**config.mk**
```make
export PLATFORM = sky130hd
export DESIGN_NAME = btn_debounce
export DESIGN_NICKNAME = d
export VERILOG_FILES = /design/src/rtl/btn_debounce_pkg.sv /design/src/rtl/sync2.sv /design/src/rtl/btn_debounce.sv
export VERILOG_INCLUDE_DIRS = /design/src /design/src/rtl
export SDC_FILE = /design/constraint.sdc
export NUM_CORES = 1
export LEC_CHECK = 0
export ABC_AREA = 0
export BUFFER_PORTS_ARGS = -buffer_cell sky130_fd_sc_hd__buf_2
export CAP_MARGIN = 10
export CORE_AREA = 2 2 39 41
export CTS_CLUSTER_DIAMETER = 40
export DETAILED_ROUTE_END_ITERATION = 8
export DIE_AREA = 0 0 41 43
export SLEW_MARGIN = 30
export SYNTH_ARGS = -nofsm -noshare
export SYNTH_HDL_FRONTEND = slang
export SYNTH_SLANG_ARGS = --single-unit
```
**constraint.sdc**
```tcl
create_clock -name i_clk -period 3.7 [get_ports i_clk]
set_input_delay 0 -clock i_clk [delete_from_list [all_inputs] [get_ports i_clk]]
set_output_delay 0 -clock i_clk [all_outputs]
set_load 0.02 [all_outputs]
```
**src/rtl/btn_debounce_defs.vh**
```
// Shared state encodings for btn_debounce, used by the RTL package and the bench.
`ifndef BTN_DEBOUNCE_DEFS_VH
`define BTN_DEBOUNCE_DEFS_VH

`define BTN_DEBOUNCE_ST_LO     2'b00
`define BTN_DEBOUNCE_ST_LO_CHK 2'b01
`define BTN_DEBOUNCE_ST_HI     2'b10
`define BTN_DEBOUNCE_ST_HI_CHK 2'b11

`endif

```
**src/rtl/btn_debounce_pkg.sv**
```systemverilog
// Types shared by the btn_debounce block. Bit 1 of a state is the debounced level,
// bit 0 marks a pending (unconfirmed) level change.
`include "btn_debounce_defs.vh"

package btn_debounce_pkg;

    typedef enum logic [1:0] {
        StLo    = `BTN_DEBOUNCE_ST_LO,
        StLoChk = `BTN_DEBOUNCE_ST_LO_CHK,
        StHi    = `BTN_DEBOUNCE_ST_HI,
        StHiChk = `BTN_DEBOUNCE_ST_HI_CHK
    } state_e;

endpackage

```
**src/rtl/sync2.sv**
```systemverilog
// Two-flop synchronizer for an asynchronous level; both flops clear on synchronous reset.
module sync2 (
    input  logic clk_i,
    input  logic rst_ni,
    input  logic d_i,
    output logic q_o
);

    logic s1_q, s2_q;

    always_ff @(posedge clk_i) begin
        if (!rst_ni) begin
            s1_q <= 1'b0;
            s2_q <= 1'b0;
        end else begin
            s1_q <= d_i;
            s2_q <= s1_q;
        end
    end

    assign q_o = s2_q;

endmodule

```
**src/rtl/btn_debounce.sv**
```systemverilog
// Strobe-sampled button debouncer with registered level and press/release pulses.
// Optional long-press pulse is built only when BTN_DEBOUNCE_LONG_PRESS_EN is defined.
module btn_debounce #(
    parameter int unsigned DEBOUNCE = 4,
    parameter int unsigned LONG_CNT = 64
) (
    input  logic i_clk,
    input  logic i_rst_n,
    input  logic i_btn,
    input  logic i_stb,
    output logic o_btn,
    output logic o_press,
    output logic o_release,
    output logic o_long
);

    import btn_debounce_pkg::*;

    localparam int unsigned CntW = $clog2(DEBOUNCE + 1);
    localparam logic [CntW-1:0] DebMax = CntW'(DEBOUNCE);

    if (DEBOUNCE < 1 || DEBOUNCE > 255) begin : g_bad_debounce
        $error("btn_debounce: DEBOUNCE must be 1..255");
    end
    if (LONG_CNT < 1 || LONG_CNT > 65535) begin : g_bad_long_cnt
        $error("btn_debounce: LONG_CNT must be 1..65535");
    end

    logic            sync;
    state_e          state_q, state_d;
    logic [CntW-1:0] cnt_q, cnt_d, cnt_inc;
    logic            press_q, release_q;

    sync2 u_sync2 (
        .clk_i  (i_clk),
        .rst_ni (i_rst_n),
        .d_i    (i_btn),
        .q_o    (sync)
    );

    assign cnt_inc = cnt_q + 1'b1;

    always_comb begin
        state_d = state_q;
        cnt_d   = cnt_q;
        if (i_stb) begin
            unique case (state_q)
                StLo: begin
                    if (sync) begin
                        if (DEBOUNCE == 1) begin
                            state_d = StHi;
                        end else begin
                            state_d = StLoChk;
                            cnt_d   = CntW'(1);
                        end
                    end
                end
                StLoChk: begin
                    if (!sync) begin
                        state_d = StLo;
                        cnt_d   = '0;
                    end else if (cnt_inc == DebMax) begin
                        state_d = StHi;
                        cnt_d   = '0;
                    end else begin
                        cnt_d = cnt_inc;
                    end
                end
                StHi: begin
                    if (!sync) begin
                        if (DEBOUNCE == 1) begin
                            state_d = StLo;
                        end else begin
                            state_d = StHiChk;
                            cnt_d   = CntW'(1);
                        end
                    end
                end
                StHiChk: begin
                    if (sync) begin
                        state_d = StHi;
                        cnt_d   = '0;
                    end else if (cnt_inc == DebMax) begin
                        state_d = StLo;
                        cnt_d   = '0;
                    end else begin
                        cnt_d = cnt_inc;
                    end
                end
                default: begin
                    state_d = StLo;
                    cnt_d   = '0;
                end
            endcase
        end
    end

    // Pulses fire on a change of the level bit only, so glitch rejection is silent.
    always_ff @(posedge i_clk) begin
        if (!i_rst_n) begin
            state_q   <= StLo;
            cnt_q     <= '0;
            press_q   <= 1'b0;
            release_q <= 1'b0;
        end else begin
            state_q   <= state_d;
            cnt_q     <= cnt_d;
            press_q   <= !state_q[1] && state_d[1];
            release_q <= state_q[1] && !state_d[1];
        end
    end

    assign o_btn     = state_q[1];
    assign o_press   = press_q;
    assign o_release = release_q;

`ifdef BTN_DEBOUNCE_LONG_PRESS_EN
    localparam int unsigned LongW = $clog2(LONG_CNT + 1);
    localparam logic [LongW-1:0] LongMax = LongW'(LONG_CNT);

    logic [LongW-1:0] long_cnt_q, long_cnt_d;
    logic             long_q, long_d;

    // Saturating at LongMax gives exactly one pulse per press.
    always_comb begin
        long_cnt_d = long_cnt_q;
        long_d     = 1'b0;
        if (!state_d[1]) begin
            long_cnt_d = '0;
        end else if (i_stb && state_q[1] && long_cnt_q != LongMax) begin
            long_cnt_d = long_cnt_q + 1'b1;
            long_d     = (long_cnt_d == LongMax);
        end
    end

    always_ff @(posedge i_clk) begin
        if (!i_rst_n) begin
            long_cnt_q <= '0;
            long_q     <= 1'b0;
        end else begin
            long_cnt_q <= long_cnt_d;
            long_q     <= long_d;
        end
    end

    assign o_long = long_q;
`else
    assign o_long = 1'b0;
`endif

endmodule

```
==> Word level (Yosys, flattened, before mapping) <==
Cells that the tools add are included.
W data, S select, Z words.
{ "totals": {"reg_bits": 9, "inputBits": 4, "out_inout_bits": 4, "elab_cells": 37} }
{ "op_classes": {"addsub": 1, "eq_ne": 8, "mux": 14, "reduce_logical": 7} }
{ "ops": {"columns": ["op", "n"], "rows": [
  ["$mux W3", 5],
  ["$mux W2", 7],
  ["$pmux W3 S4", 1],
  ["$pmux W2 S4", 1],
  ["$reduce_and A5 Y1", 1],
  ["$eq A2 B2 Y1 const B", 2],
  ["$add A3 B1 Y3 const B", 1],
  ["$eq A3 B3 Y1 const B", 1],
  ["$ne A3 B2 Y1 const B", 1],
  ["$ne A3 B3 Y1 const B", 1],
  ["$reduce_and A3 Y1", 1],
  ["$eq A2 B1 Y1 const B", 1],
  ["$logic_and A1 B1 Y1", 2],
  ["$logic_not A1 Y1", 2],
  ["$logic_not A2 Y1", 1],
  ["$ne A2 B1 Y1 const B", 1],
  ["$ne A2 B2 Y1 const B", 1]
]} }

==> Depth between registers and ports, before layout <==
{ "logic_depth": {"word_depth": 8, "mapped_depth": 5, "mapped_depth_nobuf": 5} }

==> Cells and area by module <==
Synthesis repeated with hierarchy kept, for this count alone.
{ "unflattened": {"cells_unflattened": 48, "hier_area_um2": 456.7} }
{ "by_module_without_submodules": {"columns": ["mod", "instances", "cells_each", "area_per_inst_um2", "seq_area_each_um2"], "rows": [
  ["btn_debounce", 1, 44, 404.1, 140.1],
  ["sync2", 1, 4, 52.6, 40.0]
]} }

==> Least setup slack after synthesis <==
No wires, ideal clock.
{ "synth_timing": {"kind": "flip-flop to flip-flop", "startpoint": "register cnt_q[0]", "endpoint": "register cnt_q[0]", "setup_time_ns": 0.058, "arrival_ns": 1.231, "t_required_ns": 3.642, "slack_ns": 2.411, "path_stages_with_launch": 6, "n_path_buf": 0, "synth_period_minus_slack_ns": 1.289, "path_cell_list": "dfxtp_1 ha_1 ha_1 mux2_2 a21oi_1 o21a_1"} }
{ "synth_between": {"elab_chain_cells": 5, "elab_cells_between_ends": 6, "cone_classes": "1 x add/sub; 1 x eq/ne; 4 x mux"} }
{ "synth_lines": {"columns": ["item", "line", "source"], "rows": [
  ["start, declared", "btn_debounce.sv:31", "logic [CntW-1:0] cnt_q, cnt_d, cnt_inc;"],
  ["start signal, assigned", "btn_debounce.sv:107", "cnt_q <= cnt_d;"],
  ["$add A3 B1 Y3 *", "btn_debounce.sv:41", "assign cnt_inc = cnt_q + 1'b1;"],
  ["$eq A3 B3 Y1", "btn_debounce.sv:62, btn_debounce.sv:83", null],
  ["$mux W3 *", "btn_debounce.sv:62, btn_debounce.sv:83", null],
  ["$mux W3 (on tied branches)", "btn_debounce.sv:80, btn_debounce.sv:59", null],
  ["$pmux W3 S4 *", "btn_debounce.sv:47", "unique case (state_q)"]
]} }
Every way passes the cells marked *; elsewhere a longest branch is shown, timed or not.
A chain may end at the register's enable or synchronous reset.

==> Final worst setup path <==
Ends and elaborated chain as after synthesis.

==> reports/metrics.yaml <==
start_kind: "register"
async_flop_share_pct: 0
dieHeight_um: 43
timing_hold_violations_final: 0
coreArea_mm2: 0.001384
peakVddDrop_mv: 0.09342
synthFlopType: "dfxtp_1"
synth_enable_flop_cells: 0
start_util_pct: 31.74
r2r_start: "cnt_q[0]"
use_met1_pct: 11.36
grt_pass1_wl_um: 1276
drv_cap: 0
yosys-top-cells-area: "dfxtp_1, ha_1, and3_1"
cp_max_fo: 4
place.gp.congestion: 0.6976
hold-path-cell-count: 2
postSynthCellCount: 43
crit_required_ns: 3.92
portBuffers: 6
dpl.hpwl_um: 530.7
syn_to_final_growth_pct: 17.95
p_sw_share_pct: 23.14
ys_ff_latch: 9
report.final.slew_viol_count: 0
die_x_um: 41
multi_input_area_um2: 240.2
drt-initial-drc-count: 8
cts_hold_buf: 1
vias: 337
regToRegEndpoint: "cnt_q[0]"
finish.utilization_pct: 37.43
stdcell_area_um2: 518.0
antenna_found_initial: 0
cpMaxStageDelayCell: "dfxtp_1"
cpLargestDelayFamily: "adder cells"
p_per_area_mw_per_mm2: 364.3
cts-root-buf: "clkbuf_4"
setup_violations: 0
crit_chain: "ha_1 > ha_1 > mux2_2 > a21oi_1 > o21a_1"
nets: 62
r2r_cells: 5
total_power_uw: 188.7
p_int_uw: 145.1
yosys.area.top_type: "dfxtp_1"
crit_path_end_kind: "register"
outcome: "complete, no violations"
use_met2_pct: 15.00
grtUsageMet3_pct: 5.759
synth_nets: 51
yosys_warnings: 0
clk_pin_slew_ns: 0.07
drive_gt1_share_pct: 26.42
ant_nets: 0
syn_avg_cell_area_um2: 10.21
fin_setup_tns_ns: 0
fillers: 141
clk_latency_ns: 0.27
seq_area_um2: 180.2
dpl_cell_area_um2: 481.7
post_cts_buffers: 0
critical_path_class: "register to register"
num_antenna_cells: 0
cts_tree: "built"
p_leak_uw: 0.0002333
dieArea_mm2: 0.001763
fmax_mhz: 723.1
cp.arrival_ns: 1.60
grt_max_degree: 10
grt.overflow.total: 0
crit_path_frequent_cell: "ha_1"
final_common_cell: "dfxtp_1"
cp.buffers_inverters: 0
cts.repair.resized: 0
clock_skew_ns: 0.008866
htree_levels: 1
first_pass_iters: 4
rsz0062_at_grt: "false"
finalWorstPathRequiredPeriod_ns: 1.383
grt_pass1_vias: 328
drt_wl_total_um: 726
synth_cell_type_count: 22
ys_seq_area_share_pct: 41.03
wire_per_inst_um: 10.52
p_seq_share_pct: 53.3
clockBufferDepth: 2
layout_common_cells: "dfxtp_1, buf_2, and3_1, ha_1"
min-delay-start: "i_rst_n"
yosysTopAreaCellShare_pct: 41.03
hold_path.class: "input pin to register"
critPathMaxStageDelay_ns: 0.33
rrSetupSlack_ns: 2.32
top_usage_layer: "met2"
io_pins: 8
drc_errors: 0
clkSinkCount: 9
syn-cell-area_um2: 439.2
whs_endpoint: "u_sync2.q_o"
rows: 14
clock_power_share_pct: 41.2
p_switching_uw: 43.68
vias_per_cell: 4.884
timing.final.crit_share_pct: 37.38
numCtsBuffers: 3
power_frac_comb_pct: 5.4
globalRouteTotalUtil_pct: 11.58
==> Yosys cell counts, types with 2 or more instances <==
library cell and instances:
nand3_1 2, and3_1 4, a32o_1 2, and2_1 2, inv_1 3, ha_1 4, a21oi_1 2, and4b_2 2
dfxtp_1 9
==> area by class of cell <==
cell class	instances	area share, %
Inverter	3	2.174
Clock buffer	4	5.072
Timing Repair Buffer	7	7.729
Tap cell	16	3.865
Multi-Input combinational cell	30	46.38
Sequential cell	9	34.78
==> logic make-up after synthesis <==
kind of cell / count (synthesis) / synth area share (%)
other: 1 / 0.8539
multiplexers: 2 / 4.843
buffers and inverters: 4 / 4.274
adder cells (fa/ha/maj): 4 / 11.40
AO/OA/AOI/OAI: 8 / 12.25
flip-flops: 9 / 41.03
XOR/XNOR: 1 / 3.705
AND/OR/NAND/NOR: 14 / 21.65
==> per-layer routing <==
metal	vias to the layer above	share of wire, %
li1	168	-
met1	154	44
met2	10	45
met3	5	4.4
met4	0	5.8
met5	-	0
==> worst max path at each step <==
| stage | from | end | depth (start not counted) |
|---|---|---|---|
| global placement | cnt_q[0] | cnt_q[0] | 5 |
| detailed placement | cnt_q[0] | cnt_q[0] | 5 |
| CTS | cnt_q[0] | cnt_q[0] | 5 |
| floorplan | cnt_q[0] | cnt_q[0] | 5 |
| global route | cnt_q[0] | cnt_q[0] | 5 |
| finish | cnt_q[0] | cnt_q[0] | 5 |
==> stage by stage <==
| stage | hold WS [ns] | setup slack, ns | instances |
|---|---|---|---|
| 6_report | 0.04168 | 2.317 | 69 |
| 5_1_grt | 0.06348 | 2.242 | 69 |
| 4_1_cts | 0.03322 | 2.306 | 69 |
| 3_5_place_dp | 0.2165 | 2.322 | 64 |
| 3_3_place_gp | 0.2070 | 2.348 | 64 |
| 2_1_floorplan | 0.1217 | 2.411 | 43 |
==> registers in the layout, summed over array words and instances (netlist names) <==
name and cells:
cnt_q 3, u_sync2.q_o 1, o_press 1, state_q 2, o_release 1, u_sync2.s1_q 1
==> worst register-to-register path, stage by stage, from the launching register on <==
cell and delay (ns):
dfxtp_1 0.33, ha_1 0.23, ha_1 0.23, mux2_2 0.27
a21oi_1 0.15, o21a_1 0.13
==> power groups by stage <==
| stage | clock (uW) | sequential (uW) | combinational, uW |
|---|---|---|---|
| after floorplan | 0 | 102 | 6.20 |
| after global placement | 0 | 103 | 9.33 |
| after detailed placement | 0 | 103 | 9.56 |
| after CTS | 82.0 | 101 | 10.3 |
| after global routing | 89.0 | 101 | 11.7 |
| final | 77.8 | 101 | 10.2 |
No activity file was read; power rests on OpenSTA's default activity.
